===== config.mk =====
export PLATFORM = sky130hd
export DESIGN_NAME = lock_sequencer_flat
export DESIGN_NICKNAME = d
export VERILOG_FILES = /design/src/rtl/lock_sequencer_if.sv /design/src/rtl/lock_sequencer.sv /design/src/flat_wrapper.sv
export SDC_FILE = /design/constraint.sdc
export NUM_CORES = 1
export LEC_CHECK = 0
export CAP_MARGIN = 15
export CORE_UTILIZATION = 40
export CTS_CLUSTER_DIAMETER = 200
export DETAILED_ROUTE_END_ITERATION = 16
export PLACE_DENSITY = 0.59
export SYNTH_ARGS = -nofsm -noshare
export SYNTH_HDL_FRONTEND = slang
export SYNTH_SLANG_ARGS = --single-unit
export TNS_END_PERCENT = 5

===== constraint.sdc =====
create_clock -name hwclk -period 2.22 [get_ports hwclk]
set_clock_uncertainty 0.05 [all_clocks]
set_input_delay 0.222 -clock hwclk [delete_from_list [all_inputs] [get_ports hwclk]]
set_output_delay 0.222 -clock hwclk [all_outputs]
set_load 0.02 [all_outputs]

===== src/rtl/lock_sequencer_if.sv =====
// Keypad/checker-facing bundle of the lock sequencer. The slave modport is the
// sequencer's view; the master modport is the keypad/checker side.
interface lock_sequencer_if;
    logic       key_valid;
    logic [3:0] key_code;
    logic       chk_correct;
    logic [1:0] compare_type;
    logic       read_input;
    logic       store_n;
    logic       unlocked;
    logic       alarm;
    logic       err_pulse;
    logic [3:0] fail_count;
    logic [2:0] state_dbg;

    modport master (
        output key_valid, key_code, chk_correct,
        input  compare_type, read_input, store_n, unlocked, alarm,
               err_pulse, fail_count, state_dbg
    );

    modport slave (
        input  key_valid, key_code, chk_correct,
        output compare_type, read_input, store_n, unlocked, alarm,
               err_pulse, fail_count, state_dbg
    );
endinterface


===== src/rtl/lock_sequencer.sv =====
// Top-level digital-lock control FSM: drives the code checker, counts failures, runs lockout/PUK.
// Optional auto-relock of OPEN after an idle period: define LOCK_SEQUENCER_RELOCK_TIMER_EN.
module lock_sequencer #(
    parameter int MAX_FAIL       = 3,
    parameter int LOCKOUT_CYCLES = 12000000,
    parameter int OPEN_CYCLES    = 60000000,
    parameter int STORE_PULSE    = 2,
    parameter int CNT_W          = 26
) (
    input logic             hwclk,
    input logic             rst_n,
    lock_sequencer_if.slave bus
);

    typedef enum logic [2:0] {
        ST_LOCKED      = 3'd0,
        ST_OPEN        = 3'd1,
        ST_NEW_ENTER   = 3'd2,
        ST_NEW_CONFIRM = 3'd3,
        ST_COMMIT      = 3'd4,
        ST_LOCKOUT     = 3'd5,
        ST_PUK         = 3'd6
    } state_e;

    localparam logic [3:0] KEY_CLEAR  = 4'd7;
    localparam logic [3:0] KEY_ENTER  = 4'd8;
    localparam logic [3:0] KEY_CHANGE = 4'd9;
    localparam logic [3:0] FAIL_MAX   = 4'(MAX_FAIL);

    localparam int CNT_TOP_A = (LOCKOUT_CYCLES > OPEN_CYCLES) ? LOCKOUT_CYCLES : OPEN_CYCLES;
    localparam int CNT_TOP_I = ((CNT_TOP_A > STORE_PULSE) ? CNT_TOP_A : STORE_PULSE) - 1;

    localparam logic [CNT_W-1:0] CNT_TOP      = CNT_W'(CNT_TOP_I);
    localparam logic [CNT_W-1:0] LOCKOUT_LAST = CNT_W'(LOCKOUT_CYCLES - 1);
    localparam logic [CNT_W-1:0] STORE_LAST   = CNT_W'(STORE_PULSE - 1);
`ifdef LOCK_SEQUENCER_RELOCK_TIMER_EN
    localparam logic [CNT_W-1:0] OPEN_LAST    = CNT_W'(OPEN_CYCLES - 1);
`endif

    state_e           state_q, state_d;
    logic [CNT_W-1:0] cnt_q, cnt_d;
    logic [3:0]       fail_q, fail_d;
    logic             err_q, err_d;
    logic [1:0]       cmp_q, cmp_d;
    logic             read_q, read_d;
    logic             store_n_q, store_n_d;
    logic             unl_q, unl_d;
    logic             alarm_q, alarm_d;

    logic             keyEnter, keyClear, keyChange, countEn, countClr;

    assign keyEnter  = bus.key_valid && (bus.key_code == KEY_ENTER);
    assign keyClear  = bus.key_valid && (bus.key_code == KEY_CLEAR);
    assign keyChange = bus.key_valid && (bus.key_code == KEY_CHANGE);

    always_comb begin
        state_d  = state_q;
        fail_d   = fail_q;
        err_d    = 1'b0;
        countEn  = 1'b0;
        countClr = 1'b0;
        case (state_q)
            ST_LOCKED: begin
                if (keyEnter) begin
                    if (bus.chk_correct) begin
                        state_d = ST_OPEN;
                        fail_d  = 4'd0;
                    end else begin
                        err_d  = 1'b1;
                        fail_d = (fail_q >= FAIL_MAX) ? FAIL_MAX : fail_q + 4'd1;
                        if (fail_d == FAIL_MAX) begin
                            state_d = ST_LOCKOUT;
                        end
                    end
                end
            end
            ST_OPEN: begin
                if (keyClear) begin
                    state_d = ST_LOCKED;
                end else if (keyChange) begin
                    state_d = ST_NEW_ENTER;
                end
`ifdef LOCK_SEQUENCER_RELOCK_TIMER_EN
                // Any key press restarts the idle window before relocking.
                else if (bus.key_valid) begin
                    countClr = 1'b1;
                end else if (cnt_q == OPEN_LAST) begin
                    state_d = ST_LOCKED;
                end else begin
                    countEn = 1'b1;
                end
`endif
            end
            ST_NEW_ENTER: begin
                if (keyEnter) begin
                    state_d = ST_NEW_CONFIRM;
                end else if (keyClear) begin
                    state_d = ST_OPEN;
                end
            end
            ST_NEW_CONFIRM: begin
                if (keyEnter) begin
                    if (bus.chk_correct) begin
                        state_d = ST_COMMIT;
                    end else begin
                        err_d   = 1'b1;
                        state_d = ST_OPEN;
                    end
                end else if (keyClear) begin
                    state_d = ST_OPEN;
                end
            end
            ST_COMMIT: begin
                countEn = 1'b1;
                if (cnt_q == STORE_LAST) begin
                    state_d = ST_OPEN;
                end
            end
            ST_LOCKOUT: begin
                countEn = 1'b1;
                if (cnt_q == LOCKOUT_LAST) begin
                    state_d = ST_PUK;
                end
            end
            ST_PUK: begin
                if (keyEnter) begin
                    if (bus.chk_correct) begin
                        state_d = ST_OPEN;
                        fail_d  = 4'd0;
                    end else begin
                        err_d   = 1'b1;
                        state_d = ST_LOCKOUT;
                    end
                end
            end
            default: begin
                state_d = ST_LOCKED;
            end
        endcase

        // Shared counter restarts on every state change and saturates rather than wrapping.
        if (state_d != state_q || countClr) begin
            cnt_d = '0;
        end else if (countEn && cnt_q != CNT_TOP) begin
            cnt_d = cnt_q + CNT_W'(1);
        end else begin
            cnt_d = cnt_q;
        end
    end

    // Outputs are decoded from the next state so they land in registers with the state.
    always_comb begin
        cmp_d     = 2'b01;
        read_d    = 1'b1;
        unl_d     = 1'b0;
        alarm_d   = 1'b0;
        store_n_d = 1'b1;
        case (state_d)
            ST_LOCKED:      begin cmp_d = 2'b01; read_d = 1'b1; end
            ST_OPEN:        begin cmp_d = 2'b01; read_d = 1'b1; unl_d = 1'b1; end
            ST_NEW_ENTER:   begin cmp_d = 2'b11; read_d = 1'b1; unl_d = 1'b1; end
            ST_NEW_CONFIRM: begin cmp_d = 2'b10; read_d = 1'b1; unl_d = 1'b1; end
            ST_COMMIT:      begin cmp_d = 2'b10; read_d = 1'b0; unl_d = 1'b1; store_n_d = 1'b0; end
            ST_LOCKOUT:     begin cmp_d = 2'b00; read_d = 1'b0; alarm_d = 1'b1; end
            ST_PUK:         begin cmp_d = 2'b00; read_d = 1'b1; end
            default:        begin cmp_d = 2'b01; read_d = 1'b1; end
        endcase
    end

    always_ff @(posedge hwclk) begin
        if (!rst_n) begin
            state_q   <= ST_LOCKED;
            cnt_q     <= '0;
            fail_q    <= 4'd0;
            err_q     <= 1'b0;
            cmp_q     <= 2'b01;
            read_q    <= 1'b1;
            store_n_q <= 1'b1;
            unl_q     <= 1'b0;
            alarm_q   <= 1'b0;
        end else begin
            state_q   <= state_d;
            cnt_q     <= cnt_d;
            fail_q    <= fail_d;
            err_q     <= err_d;
            cmp_q     <= cmp_d;
            read_q    <= read_d;
            store_n_q <= store_n_d;
            unl_q     <= unl_d;
            alarm_q   <= alarm_d;
        end
    end

    assign bus.compare_type = cmp_q;
    assign bus.read_input   = read_q;
    assign bus.store_n      = store_n_q;
    assign bus.unlocked     = unl_q;
    assign bus.alarm        = alarm_q;
    assign bus.err_pulse    = err_q;
    assign bus.fail_count   = fail_q;
    assign bus.state_dbg    = state_q;

endmodule


===== src/flat_wrapper.sv =====
// flat-port wrapper written by rule: the top's interface ports become plain ports
module lock_sequencer_flat 
#(
    parameter int MAX_FAIL       = 3,
    parameter int LOCKOUT_CYCLES = 12000000,
    parameter int OPEN_CYCLES    = 60000000,
    parameter int STORE_PULSE    = 2,
    parameter int CNT_W          = 26
)
  (hwclk, rst_n, bus_key_valid, bus_key_code, bus_chk_correct, bus_compare_type, bus_read_input, bus_store_n, bus_unlocked, bus_alarm, bus_err_pulse, bus_fail_count, bus_state_dbg);
  lock_sequencer_if bus_i ();
  input logic hwclk;
  input logic rst_n;
  input wire logic [$bits(bus_i.key_valid)-1:0] bus_key_valid;
  input wire logic [$bits(bus_i.key_code)-1:0] bus_key_code;
  input wire logic [$bits(bus_i.chk_correct)-1:0] bus_chk_correct;
  output wire logic [$bits(bus_i.compare_type)-1:0] bus_compare_type;
  output wire logic [$bits(bus_i.read_input)-1:0] bus_read_input;
  output wire logic [$bits(bus_i.store_n)-1:0] bus_store_n;
  output wire logic [$bits(bus_i.unlocked)-1:0] bus_unlocked;
  output wire logic [$bits(bus_i.alarm)-1:0] bus_alarm;
  output wire logic [$bits(bus_i.err_pulse)-1:0] bus_err_pulse;
  output wire logic [$bits(bus_i.fail_count)-1:0] bus_fail_count;
  output wire logic [$bits(bus_i.state_dbg)-1:0] bus_state_dbg;
  assign bus_i.key_valid = bus_key_valid;
  assign bus_i.key_code = bus_key_code;
  assign bus_i.chk_correct = bus_chk_correct;
  assign bus_compare_type = bus_i.compare_type;
  assign bus_read_input = bus_i.read_input;
  assign bus_store_n = bus_i.store_n;
  assign bus_unlocked = bus_i.unlocked;
  assign bus_alarm = bus_i.alarm;
  assign bus_err_pulse = bus_i.err_pulse;
  assign bus_fail_count = bus_i.fail_count;
  assign bus_state_dbg = bus_i.state_dbg;
  lock_sequencer #(.MAX_FAIL(MAX_FAIL), .LOCKOUT_CYCLES(LOCKOUT_CYCLES), .OPEN_CYCLES(OPEN_CYCLES), .STORE_PULSE(STORE_PULSE), .CNT_W(CNT_W)) u_core (.hwclk(hwclk), .rst_n(rst_n), .bus(bus_i));
endmodule

======== Word-level counts from Yosys, hierarchy flattened ========
Cells that the tools add are included.
storage, ports and cells
  input port bits ......................... 8
  output and inout port bits .............. 14
  register bits after elaboration ......... 40
cells by class
  bitwise gates (word level) .............. 1
  add/subtract/negate cells ............... 2
  eq/ne operators ......................... 23
  reduce and logical (&&, ||, !) cells .... 15
  magnitude comparators ................... 1
  multiplexer cells ....................... 27
operator list
  operator               number
  $mux 3                 13
  $add 26x1->26 const B  1
  $eq 26x1->1 const B    1
  $eq 26x24->1 const B   1
  $ne 26x26->1 const B   1
  $pmux 3 s7             1
  $mux 4                 5
  $eq 3x3->1 const B     6
  $eq 3x2->1 const B     4
  $reduce_or 2->1        5
  $eq 4x4->1 const B     2
  $pmux 4 s2             1
  $eq 3x1->1 const B     2
  $mux 1                 6
  $pmux 2 s3             1
  $add 4x1->4 const B    1
  $eq 4x2->1 const B     1
  $eq 4x3->1 const B     1
  $ge 4x2->1 const B     1
  $logic_and 1x1->1      4
  $ne 2x1->1 const B     2
  $reduce_and 4->1       1
  $reduce_or 4->1        1
  $logic_not 3->1        1
  6 further kinds        6

======== Longest topological paths before layout ========
Gate-level depths: netlist of the first run.
  word-level depth ........................ 10
  gate-level depth with buffers ........... 9

======== Worst setup path after synthesis of the first run ========
OpenSTA, ideal clock, no wires.
  path type ............................... flip-flop to flip-flop
  start point ............................. register u_core.cnt_q[14]
  end point ............................... register u_core.cnt_q[0]
  required time ........................... 2.054 ns
  library setup time ...................... 0.116 ns
  buffers on the path ..................... 1
  arrival time ............................ 2.042 ns
  cell stages (with the launch flop) ...... 8
  slack ................................... 0.012 ns
  cells stage by stage .................... dfxtp_1 -> or4_4 -> or4_4 -> nor3_2 -> o31ai_2 -> nand4b_4 -> buf_12 -> nor2_2
between the ends
  longest elaborated chain between the ends .. 5
  elaborated cells between the ends (all ways) .. 9
RTL lines
  what                                         line                                          text
  start: declaration                           lock_sequencer.sv:41                          logic [CNT_W-1:0] cnt_q, cnt_d;
  start signal: assignment                     lock_sequencer.sv:183                         cnt_q <= cnt_d;
  $eq 26x24->1 or $eq 26x1->1 (tied branches)  lock_sequencer.sv:121, lock_sequencer.sv:115
  $mux 3 (on tied branches)                    lock_sequencer.sv:121, lock_sequencer.sv:115
  $pmux 3 s7                                   lock_sequencer.sv:62                          case (state_q)
  $ne 3x3->1                                   lock_sequencer.sv:142                         if (state_d != state_q || countClr) begin
  $reduce_or 2->1 (no source line)             --
Several ways; a longest one is shown, not always the timed one.
A chain may end at the register's enable or synchronous reset.

======== Worst setup path in the final report of the first run ========
  start point ............................. register u_core.cnt_q[14]
  end point ............................... register u_core.cnt_q[7]
Same word-level chain as after synthesis.

==> results of run 1 <==
-- timing repair --
action | in CTS | in global routing
pin swaps | 4 | 3
cloned | 1 | 0
endpoints found under the hold margin | 0 | 0
endpoints found under the setup margin | 28 | 31
resized for setup | 7 | 6
-- synthesized netlist by cell type, drive strengths merged, types with 2 or more instances --
master,count
a21oi,3
a31oi,2
a41oi,2
and3,9
buf,5
clkbuf,6
dfxtp,40
ha,3
inv,9
nand2,18
nand2b,3
nand3,15
nand4,13
nand4b,3
nor2,42
nor2b,2
nor3,11
nor4,10
nor4b,3
o211ai,2
o21ai,6
o31ai,3
or3,2
or4,4
xnor2,16
xor2,9
-- cell families after synthesis --
family                     Yosys count  share of synthesized area
and+or+nand+nor                    141                      0.376
DFF                                 40                      0.359
AOI/OAI and AO/OA                   28                     0.0960
xor gates and xnor gates            25                     0.0982
buffers and inverters               20                     0.0539
adders and majority gates            3                     0.0168
-- power by group --
part / internal [µW] / switching [µW] / leakage, µW
registers: 718 / 0.901 / 0.000323
logic: 42.1 / 40.1 / 0.000687
clock network: 251 / 252 / 0.0000434
total: 1010 / 293 / 0.00105
-- layout make-up --
class,instances,area share
multi-input combinational,197,0.464
sequential,40,0.273
timing repair buffer,62,0.188
tap,70,0.0298
clock buffer,6,0.0281
inverter,9,0.0115
clock inverter,2,0.00510
-- worst min-delay path, stage by stage (launching register included) --
cell and delay (ns):
dfxtp_1 0.33, nand2_1 0.06, a21oi_1 0.05
-- flip-flops by register name, indices dropped and copies added, names as in the netlist --
register and flops:
u_core.bus.alarm 1, u_core.bus.compare_type 2, u_core.bus.err_pulse 1, u_core.bus.fail_count 4, u_core.bus.read_input 1, u_core.bus.state_dbg 3, u_core.bus.store_n 1, u_core.bus.unlocked 1
u_core.cnt_q 26
-- routing by layer --
layer / track usage / up-vias
met5: 0 / -
li1: - / 1034
met3: 0.0393 / 5
met1: 0.243 / 944
met4: 0.0577 / 0
met2: 0.327 / 40
-- stage by stage --
stage               worst slack (ns)  TNS, ns
floorplan                     0.0119        0
global placement              -0.132    -2.69
detailed placement            -0.176    -4.06
CTS                          -0.0784    -1.75
global route                  -0.140    -3.36
finish                       -0.0798    -1.83
-- worst max-delay path by stage --
| stage | start | end | cells past startpoint |
|---|---|---|---|
| after floorplan | u_core.cnt_q[14]$_SDFFE_PP0P_ | u_core.cnt_q[0]$_SDFFE_PP0P_ | 7 |
| after global placement | bus_key_code[1] | u_core.bus.compare_type[1]$_SDFF_PN0_ | 8 |
| after detailed placement | bus_key_code[1] | u_core.bus.compare_type[1]$_SDFF_PN0_ | 8 |
| after CTS | u_core.cnt_q[13]$_SDFFE_PP0P_ | u_core.cnt_q[7]$_SDFFE_PP0P_ | 7 |
| after global routing | u_core.cnt_q[14]$_SDFFE_PP0P_ | u_core.cnt_q[13]$_SDFFE_PP0P_ | 7 |
| final | u_core.cnt_q[14]$_SDFFE_PP0P_ | u_core.cnt_q[7]$_SDFFE_PP0P_ | 7 |
==> metrics.csv, run 1 <==
stage,metric,value,unit
run_status,status,"finished, violations left",
run_status,violations,setup timing,
global_routing,grt_max_degree,14,
clock_network,cts_root_buffer,clkbuf_8,
layout,stdcell_area,0.00294,mm²
clock_network,cts_setup_buffers,0,
logic_synthesis,syn_nets,268,
timing,min_period,2.30,ns
setup_path,worst_path_largest_cell_delay,0.59,ns
layout,stdcell_count,386,
setup_path,start_kind,flop,
setup_path,r2r_cells,7,
logic_synthesis,synth_cell_types,55,
route,avgRoutedWirePerCell,13.6,µm
timing,maxSlewViolCount,0,
placed_design,hpwl,3.86,mm
placed_design,place_congestion,0.790,
global_routing,antenna_found_initial,0,
floorplan,fp.dieW,76.7,µm
setup_path,arrival,2.44,ns
layout,drive_above_1_share,0.275,
hold_path,hold_path_end,u_core.bus.fail_count[1]$_SDFFE_PN0P_,
clock_network,htreeDepth,2,
timing,hold_viol,0,
setup_path,crit_fanout,7,
route,dr_wl_met3,196,µm
hold_path,hold_path_class,flop to flop,
setup_path,r2r_slack,-0.08,ns
logic_synthesis,ys_seq_area_frac,0.359,
route,ant_nets,0,
timing,slew_headroom,0.727,
setup_path,rr_startpoint,u_core.cnt_q[14]$_SDFFE_PP0P_,
placed_design,placed_area,0.00275,mm²
setup_path,slowest_stage,or4_4,
timing,post-route-period-util,1.04,
route,wl_met2,2.56,mm
setup_path,worstPathCellList,or4_4 > or4_4 > nor3_4 > o31ai_2 > nand4b_4 > buf_6 > nor2_2,
layout,utilization,0.562,
timing,max_clock_freq,435,MHz
timing,setup_violations,27,
clock_network,numCtsBuffers,5,
hold_path,worstHoldStart,u_core.bus.fail_count[1]$_SDFFE_PN0P_,
pwr,ir_drop,0.000308,V
pwr,p_leak,0.00105,µW
logic_synthesis,synth-seq-cells,40,
logic_synthesis,syn_area,0.00223,mm²
layout,synthToLayoutAreaGrowth,31.9,%
logic_synthesis,synthTopCellsByArea,"dfxtp_1 (36%), xnor2_1 (6.3%), nor2_2 (5.6%)",
setup_path,path_buf_inv,1,
route,wl_met1,2.42,mm
timing,layout_setup_ws,-0.0798,ns
clock_network,insertion_delay,0.29,ns
floorplan,die_area,0.00588,mm²
layout,final_cell_mix,"dfxtp_1 (39), buf_4 (38), nor2_1 (22)",
global_routing,overflow,0,
pwr,powerDensity,443,mW/mm²
global_routing,grt_pass1_vias,1915,
logic_synthesis,synth-main-ff-cell,dfxtp_1,
setup_path,worstSetupPathType,flop to flop,
route,num_vias,2023,
floorplan,start_util,0.426,
setup_path,end_kind,flop,
global_routing,gr-usage-all-layers,0.192,
pwr,p_total,1300,µW
clock_network,cts.clk_slew.worst_paths,0.08,ns
logic_synthesis,synth_top_cell_by_area,dfxtp_1,
route,first_pass_iters,4,
layout,layout.nets,326,
route,top_layer,met4,
timing,worst_slew_pin_slew,0.403,ns
hold_path,hold_path_depth,2,
clock_network,cts_hold_buf,0,
floorplan,io_pins,22,
clock_network,cts_tree,yes,
floorplan,die_h,76.7,µm
placed_design,dp_cells,377,
setup_path,cp.required,2.36,ns
logic_synthesis,synth_warnings,0,
setup_path,critical-path-top-delay-family,simple AND/OR/NAND/NOR gates,
global_routing,grt_pass1_wl,9.01,mm
layout,diodes,0,
layout,layout_commonest_cell,dfxtp_1,
route,wirelength,5.23,mm
logic_synthesis,synthArstFlopShare,0,
timing,holdWs,0.430,ns
logic_synthesis,syn_avg_cell_area,8.68,µm²
layout,multi_input_area,0.00137,mm²
route,vias_per_cell,5.24,
layout,fillers,505,
setup_path,crit_top_cell,or4_4,
floorplan,rows,26,
layout,final-seq-area,802,µm²
logic_synthesis,synth_top_area_frac,0.359,
route,drt_iter0_markers,82,
clock_network,clock-sinks,40,
logic_synthesis,synth_edf_count,0,
timing,rsz0062_at_grt,yes,
clock_network,cts.path.max_buffers,2,
logic_synthesis,postSynthCellCount,257,
flow_run,cap_violations,0,
floorplan,coreArea,0.00524,mm²
route,drc,0,
placed_design,port_buffers,21,
setup_path,r2r_end,u_core.cnt_q[7]$_SDFFE_PP0P_,
No activity file was read; power rests on OpenSTA's default activity.
==> inputs of run 2 (changes only) <==
SETUP_SLACK_MARGIN = 0.3   (was not set)
==> run 2 against run 1 <==
Compared with the run above:
- via count fell by 0.49%
- combinational power shrank 0.9%
- wire length shrank 0.84%
- the flow now finishes without violations
- hold slack improved by 0.012 ns
- setup slack improved by 0.094 ns
==> metrics.csv, run 2 (synthesized netlist as in run 1, its figures left out) <==
stage,metric,value,unit
run_status,status,completed,
setup_path,crit_fanout,8,
layout,largest_register_ffs,26,
route,ant_nets,0,
setup_path,worstSetupPathType,flop to flop,
floorplan,start_util,0.426,
timing,holdWs,0.442,ns
placed_design,placed_area,0.00275,mm²
setup_path,arrival,2.34,ns
floorplan,fp.dieW,76.7,µm
clock_network,clock-sinks,40,
route,avgRoutedWirePerCell,13.5,µm
timing,worst_slew_pin_slew,0.444,ns
hold_path,worstHoldStart,u_core.bus.fail_count[1]$_SDFFE_PN0P_,
timing,hold_viol,0,
pwr,p_total,1450,µW
pwr,seqPwrFrac,0.495,
clock_network,numCtsBuffers,5,
layout,synthToLayoutAreaGrowth,33.1,%
setup_path,crit_top_cell,or4_4,
global_routing,grt_pass1_wl,8.94,mm
route,vias_per_cell,5.23,
floorplan,io_pins,22,
global_routing,grt_pass1_vias,1943,
placed_design,port_buffers,21,
global_routing,grt_max_degree,18,
timing,rsz0062_at_grt,yes,
floorplan,rows,26,
placed_design,hpwl,3.88,mm
clock_network,cts.path.max_buffers,2,
flow_run,cap_violations,0,
layout,regMostFlops,u_core.cnt_q,
timing,min_period,2.21,ns
setup_path,cp.required,2.36,ns
layout,layout_commonest_cell,dfxtp_1,
pwr,power.share.switching,0.203,
placed_design,place_congestion,0.811,
global_routing,overflow,0,
clock_network,cts_tree,yes,
timing,maxSlewViolCount,0,
floorplan,coreArea,0.00524,mm²
route,drt_iter0_markers,56,
setup_path,worstPathCellList,or4_4 > or4_4 > nor3_4 > o31ai_2 > nand4b_4 > clkbuf_16 > nor2_2,
pwr,p_int,1160,µW
setup_path,r2r_cells,7,
timing,setup_violations,0,
setup_path,rr_startpoint,u_core.cnt_q[18]$_SDFFE_PP0P_,
pwr,ir_drop,0.000377,V
setup_path,end_kind,flop,
layout,drive_above_1_share,0.289,
hold_path,hold_path_depth,2,
placed_design,pre_cts_slack,-0.262,ns
layout,diodes,0,
pwr,p_leak,0.00104,µW
clock_network,insertion_delay,0.29,ns
route,num_vias,2013,
layout,stdcell_area,0.00297,mm²
global_routing,antenna_found_initial,0,
setup_path,worst_path_largest_cell_delay,0.57,ns
layout,layout.nets,325,
timing,post-route-period-util,0.994,
setup_path,start_kind,flop,
floorplan,die_h,76.7,µm
layout,final_cell_mix,"dfxtp_1 (38), buf_4 (37), nor2_1 (22)",
clock_network,cts.clk_slew.worst_paths,0.08,ns
floorplan,die_area,0.00588,mm²
hold_path,hold_path_class,flop to flop,
timing,max_clock_freq,453,MHz
pwr,pwr-share-comb,0.056,
pwr,powerDensity,489,mW/mm²
global_routing,gr-usage-all-layers,0.189,
setup_path,slowest_stage,or4_4,
timing,slew_headroom,0.701,
route,first_pass_iters,4,
pwr,p_switching,295,µW
setup_path,critPathLaunch,u_core.cnt_q[18]$_SDFFE_PP0P_,
timing,layout_setup_ws,0.0141,ns
clock_network,htreeDepth,2,
route,drc,0,
clock_network,cts_root_buffer,clkbuf_8,
route,wirelength,5.19,mm
pwr,p_clk_frac,0.449,
run 2: repair_timing:
item	CTS	global route
cloned	0	1
buffers inserted	0	0
hold buffers	0	0
pin swaps	9	2
gates resized for setup	11	3
endpoints found under the setup margin	34	37
run 2: metrics by stage:
step | instances | setup TNS [ns] | util
2_1_floorplan | 257 | 0 | -
3_3_place_gp | 376 | -4.80 | 0.525
3_5_place_dp | 376 | -6.40 | 0.525
4_1_cts | 384 | 0 | 0.559
5_1_grt | 385 | -1.05 | 0.567
6_report | 385 | 0 | 0.567
run 2: final timing paths:
check | slack [ns] | endpoint
worst max-delay path | 0.01 | u_core.cnt_q[6]$_SDFFE_PP0P_
worst min-delay path | 0.44 | u_core.bus.fail_count[1]$_SDFFE_PN0P_
worst max register to register | 0.01 | u_core.cnt_q[6]$_SDFFE_PP0P_
worst min register to register | 0.44 | u_core.bus.fail_count[1]$_SDFFE_PN0P_
run 2: layout make-up:
cell class,count,area [µm²]
multi-input combinational,197,1370
clock inverter,1,30.0
timing repair buffer,61,544
inverter,9,33.8
sequential,40,803
fill,471,2270
clock buffer,7,96.3
tap,70,87.6
run 2: power by group through the flow:
| stage | registers, µW | logic [µW] | clock network, µW |
|---|---|---|---|
| floorplan | 736 | 36.8 | 0 |
| global route | 719 | 86.9 | 702 |
| CTS | 718 | 75.2 | 667 |
| global placement | 736 | 72.8 | 0 |
| detailed placement | 736 | 72.5 | 0 |
| finish | 718 | 81.5 | 651 |
run 2: metal layers:
metal | vias up | share of wire | wire length (µm) | GRT usage
li1 | 1033 | - | - | -
met1 | 946 | 0.47 | 2450 | 0.243
met2 | 28 | 0.48 | 2520 | 0.317
met3 | 6 | 0.030 | 158 | 0.0345
met4 | 0 | 0.013 | 68 | 0.0615
met5 | - | 0 | 0 | 0
run 2: critical path: cells and delay by family (launching register included):
kind            cells  cell delay (ns)
compound gates      1             0.10
flops               1             0.33
buf+inv             1             0.19
simple gates        5             1.42
